**src/rtl/rgb_fade_sequencer.sv**
```systemverilog
// Colour-command sequencer: FIFO-buffered RGB targets, one-LSB-per-tick fades,
// then a programmable hold, feeding the 8-bit PWM comparators (pwm_count < duty).

module rgb_fade_lane (
  input  logic       clk,
  input  logic       rst,
  input  logic       load,
  input  logic [7:0] load_val,
  input  logic       step,
  output logic [7:0] duty,
  output logic       at_tgt
);
  logic [7:0] tgt;

  // Compare before stepping so the duty can never wrap past 0 or 255.
  always_ff @(posedge clk or posedge rst) begin
    if (rst) begin
      duty <= '0;
      tgt  <= '0;
    end else begin
      if (load) tgt <= load_val;
      if (step && duty != tgt)
        duty <= (duty < tgt) ? duty + 8'd1 : duty - 8'd1;
    end
  end

  assign at_tgt = (duty == tgt);
endmodule

module rgb_fade_sequencer #(
  parameter int CLK_FREQ   = 12000000,
  parameter int STEP_HZ    = 360,
  parameter int FIFO_DEPTH = 4
) (
  input  logic                          clk,
  input  logic                          rst,
  input  logic                          cmd_valid,
  output logic                          cmd_ready,
  input  logic [23:0]                   cmd_rgb,
  input  logic [7:0]                    cmd_hold,
  output logic [7:0]                    r_duty,
  output logic [7:0]                    g_duty,
  output logic [7:0]                    b_duty,
  output logic [$clog2(FIFO_DEPTH):0]   fifo_count,
  output logic                          busy
);
  localparam int NUM_LANES     = 3;
  localparam int STEP_INTERVAL = CLK_FREQ / STEP_HZ;
  localparam int TW            = $clog2(STEP_INTERVAL);
  localparam int AW            = $clog2(FIFO_DEPTH);

  typedef enum logic [1:0] {IDLE, FADE, HOLD} state_t;

  state_t                          state;
  logic [TW-1:0]                   tick_cnt;
  logic                            tick;
  logic [31:0]                     mem [FIFO_DEPTH];
  logic [AW-1:0]                   wr_ptr, rd_ptr;
  logic [AW:0]                     count;
  logic                            full, push, pop;
  logic [31:0]                     head;
  logic [NUM_LANES-1:0][7:0]       tgt_in;
  logic [NUM_LANES-1:0][7:0]       duty;
  logic [NUM_LANES-1:0]            at_tgt;
  logic                            all_at, step;
  logic [7:0]                      hold_len, hold_cnt;

  // Free-running step timebase, deliberately not aligned to command arrival.
  always_ff @(posedge clk or posedge rst) begin
    if (rst)       tick_cnt <= '0;
    else if (tick) tick_cnt <= '0;
    else           tick_cnt <= tick_cnt + 1'b1;
  end
  assign tick = (tick_cnt == TW'(STEP_INTERVAL - 1));

  assign full      = (count == (AW+1)'(FIFO_DEPTH));
  assign cmd_ready = !full && !rst;
  assign push      = cmd_valid && cmd_ready;
  assign pop       = (state == IDLE) && (count != '0);
  assign head      = mem[rd_ptr];
  assign tgt_in    = head[31:8];

  always_ff @(posedge clk) begin
    if (push) mem[wr_ptr] <= {cmd_rgb, cmd_hold};
  end

  always_ff @(posedge clk or posedge rst) begin
    if (rst) begin
      wr_ptr <= '0;
      rd_ptr <= '0;
      count  <= '0;
    end else begin
      if (push) wr_ptr <= wr_ptr + 1'b1;
      if (pop)  rd_ptr <= rd_ptr + 1'b1;
      case ({push, pop})
        2'b10:   count <= count + 1'b1;
        2'b01:   count <= count - 1'b1;
        default: count <= count;
      endcase
    end
  end

  for (genvar i = 0; i < NUM_LANES; i++) begin : g_lane
    rgb_fade_lane u_lane (
      .clk      (clk),
      .rst      (rst),
      .load     (pop),
      .load_val (tgt_in[i]),
      .step     (step),
      .duty     (duty[i]),
      .at_tgt   (at_tgt[i])
    );
  end

  assign all_at = &at_tgt;
  assign step   = (state == FADE) && tick && !all_at;

  // A target already matching the duties leaves FADE on the entry cycle.
  always_ff @(posedge clk or posedge rst) begin
    if (rst) begin
      state    <= IDLE;
      hold_len <= '0;
      hold_cnt <= '0;
    end else begin
      case (state)
        IDLE: if (pop) begin
          hold_len <= head[7:0];
          state    <= FADE;
        end
        FADE: if (all_at) begin
          if (hold_len == 8'd0) state <= IDLE;
          else begin
            hold_cnt <= hold_len;
            state    <= HOLD;
          end
        end
        HOLD: if (tick) begin
          hold_cnt <= hold_cnt - 8'd1;
          if (hold_cnt == 8'd1) state <= IDLE;
        end
        default: state <= IDLE;
      endcase
    end
  end

  assign r_duty     = duty[2];
  assign g_duty     = duty[1];
  assign b_duty     = duty[0];
  assign fifo_count = count;
  assign busy       = (state != IDLE) || (count != '0);
endmodule
```
**config.mk**
```make
export PLATFORM = sky130hd
export DESIGN_NAME = rgb_fade_sequencer
export DESIGN_NICKNAME = d
export VERILOG_FILES = /design/src/rtl/rgb_fade_sequencer.sv
export SDC_FILE = /design/constraint.sdc
export NUM_CORES = 1
export LEC_CHECK = 0
export CAP_MARGIN = 15
export CORE_UTILIZATION = 35
export DETAILED_ROUTE_END_ITERATION = 16
export GPL_TIMING_DRIVEN = 0
export PLACE_DENSITY = 0.52
export SLEW_MARGIN = 20
export SYNTH_ARGS = -nofsm -noshare
export SYNTH_HDL_FRONTEND = slang
export SYNTH_SLANG_ARGS = --single-unit
```
**constraint.sdc**
```tcl
create_clock -name clk -period 3.5 [get_ports clk]
set_clock_uncertainty 0.1 [all_clocks]
set_input_delay 0.35 -clock clk [delete_from_list [all_inputs] [get_ports clk]]
set_output_delay 0.35 -clock clk [all_outputs]
set_load 0.01 [all_outputs]
```
==> impl_metrics.csv <==
group,metric,value,unit
run_status,status,"complete, no violations",
worst_setup_path,cp_max_fo,7,
detailed_routing,via_per_inst,4.87,
detailed_routing,ant_nets,0,
sta,layout_setup_ws,0.195,ns
finish,stdcell_count,1188,
yosys,synth_edf_count,128,
global_route,grt_pass1_vias,6069,
floorplanning,io_pins,64,
clocking,postCtsHoldBufs,0,
sta,layout_min_cycle_time,3.30,ns
floorplanning,fp.dieArea,28700,µm²
global_route,overflow,0,
place,finalWeightedCongestion,0.857,
worst_setup_path,cp.depth,11,
place,post-place-ws,-0.0150,ns
yosys,yosys.area.top_type,"edfxtp_1",
detailed_routing,first_iter_violations,255,
yosys,netlist_area,9810,µm²
finish,fin_nets,889,
finish,ff_latch_area,6070,µm²
yosys,synth_area_leaders,"edfxtp_1, dfrtp_1, mux4_2",
clocking,cts_tree,"done",
yosys,synth_cell_types,54,
worst_setup_path,crit_start,"g_lane[0].u_lane.duty[3]$_DFFE_PP0P_",
detailed_routing,num_vias,5782,
clocking,cts_made_buffers,24,
floorplanning,rows,60,
pwr,ir_drop,450,µV
sta,rsz0062_at_grt,"false",
yosys,synth_fp_nets,794,
place,dp_hpwl,14.1,mm
finish,fin_util,43.6,%
finish,fillers,2441,
clocking,clkLatencyLatePin,0.52,ns
yosys,synth_most_common_cell,"edfxtp_1",
yosys,synth-xor-area-share,3.66,%
sta,timing_hold_violations_final,0,
detailed_routing,wl_per_cell,16.3,µm
place,port_buffers,63,
yosys,postSynthAreaPerCell,14.0,µm²
detailed_routing,finalWirelength,19.4,mm
worst_setup_path,reg2regPathDepth,11,
sta,finalSetupViolCount,0,
floorplanning,die_w,169,µm
detailed_routing,firstDrtPassIters,4,
yosys,yosys-top-cells-count,"edfxtp_1, dfrtp_1, nand2_1",
hold_path,worstHoldPathType,"input pin to asynchronous set/reset pin",
worst_setup_path,cp-end-kind,"flop",
worst_setup_path,required,3.83,ns
sta,tns,0,ns
yosys,synth-simple-area-share,9.11,%
sta,whs,0.160,ns
yosys,syn_inst,703,
detailed_routing,drc_errors,0,
global_route,grt_pass1_wl,31.8,mm
clocking,clockBufferDepth,3,
finish,drive_gt1_share,14.2,%
run,max_cap_violations,0,
floorplanning,dieHeight,169,µm
sta,tightest_slew,0.797,ns
place,dpl.cell_count,1143,
pwr,cellPowerDensity,697,nW/µm²
worst_setup_path,crit_arrival,3.63,ns
worst_setup_path,path_class,"flop to flop",
clocking,h-tree-depth,1,
yosys,synth-seq-cells,217,
sta,min_period_over_period,94.4,%
yosys,synth_compound_area_share,6.25,%
sta,finalMaxSlewViolations,0,
yosys,yosysTopAreaCellShare,39.2,%
yosys,synth_top_family_by_area,"multiplexers",
sta,fmax,303,MHz
yosys,ys_warn_count,0,
finish,multi_input_area,3570,µm²
floorplanning,initial_core_util,36.0,%
global_route,grt_start_max_net_pins,48,
pwr,leakagePower,4.67,nW
worst_setup_path,crit_family,"simple AND/OR/NAND/NOR gates",
clocking,cts_sinks,217,
worst_setup_path,slowest_delay,0.49,ns
worst_setup_path,cp-start-kind,"flop",
yosys,synth_top_flop_cell,"edfxtp_1",
worst_setup_path,crit_buf_inv,0,
clocking,clkSlewWorstSetupHoldPaths,0.06,ns
finish,area_delta_synth_final,21.1,%
worst_setup_path,worstReg2RegStart,"g_lane[0].u_lane.duty[3]$_DFFE_PP0P_",
clocking,root_buffer,"clkbuf_16",
yosys,yosys-mux-area-fraction,9.17,%
floorplanning,core,27300,µm²
worst_setup_path,slowest_stage,"or3_4",
yosys,synthAdderAreaFrac,7.45,%
global_route,antenna_found_initial,0,
sta,slew_headroom,46.9,%
yosys,ys_seq_area_share,61.9,%
global_route,grtUsageTotal,14.1,%
yosys,ys_async_sr_fraction,41.0,%
worst_setup_path,cp_cell_sequence,"ha_1, a21oi_1, a21oi_2, or3_4, ha_4, nand3_1, o211ai_1, o41ai_2, or4_1, a21boi_2, xor2_1",
finish,diodes,0,
## area by class of cell
class	count	area share [%]
timing repair buffer	69	6.28
inverter	44	1.41
clock inverter	10	0.895
buffer	18	0.663
sequential	217	51.1
clock buffer	34	5.72
multi-input combinational	424	30.0
tap	372	3.92
## per-stage QoR
stage | total power (W) | instance area (µm²)
final | 0.00829 | 11900
after floorplan | 0.00512 | 9810
after CTS | 0.00839 | 11800
after global placement | 0.00574 | 10900
after detailed placement | 0.00588 | 11000
after global routing | 0.00880 | 11900
## power by group
group	switching, W	internal [W]
Combinational	0.00140	0.00104
Clock	0.000977	0.00150
Sequential	0.000195	0.00317
## sequential cells by signal, indices dropped and copies added, names as in the netlist, 3 cells and up
| signal | cells |
|---|---|
| fifo_count | 3 |
| g_lane.u_lane.duty | 24 |
| g_lane.u_lane.tgt | 24 |
| hold_cnt | 8 |
| hold_len | 8 |
| mem | 128 |
| tick_cnt | 16 |
## final timing paths
kind	slack [ns]	endpoint
min reg2reg	0.39	hold_cnt[6]$_DFFE_PP0P_
max reg2reg	0.20	g_lane[0].u_lane.duty[7]$_DFFE_PP0P_
max	0.20	g_lane[0].u_lane.duty[7]$_DFFE_PP0P_
max in group asynchronous	2.49	g_lane[0].u_lane.duty[1]$_DFFE_PP0P_
min	0.16	wr_ptr[0]$_DFFE_PP0P_
min in group clk	0.36	mem[1][5]$_DFFE_PP_
## cells by family after synthesis
logic type,after synthesis
AND/OR/NAND/NOR,179
XOR/XNOR,41
adder cells (fa/ha/maj),56
buffers and inverters,62
AO/OA/AOI/OAI,100
multiplexers,48
flip-flops,217
## cells in the final DEF (no fill, tap or decap), drive strengths merged, types with 32 or more instances in the layout
cell	n
ha	52
clkdlybuf4s50	63
clkbuf	44
nor2	38
edfxtp	128
a21oi	32
inv	44
nand2	76
dfrtp	89
mux4	32
## layer usage
layer  wire, µm  global-route usage [%]  up-vias
met3        749                    1.89       38
li1           -                       -     2770
met1       8820                    18.3     2864
met4        490                    4.94        0
met2       9330                    24.2      110
met5          0                       0        -
## what timing repair did
item                                   4_1_cts  5_1_grt
gates cloned                                 0        0
pin swaps                                    0        6
setup endpoints to repair                    1        1
resized for setup                            1        8
buffers inserted                             0        1
endpoints found under the hold margin        0        0
Note: power is estimated with default switching activity, not from simulation.
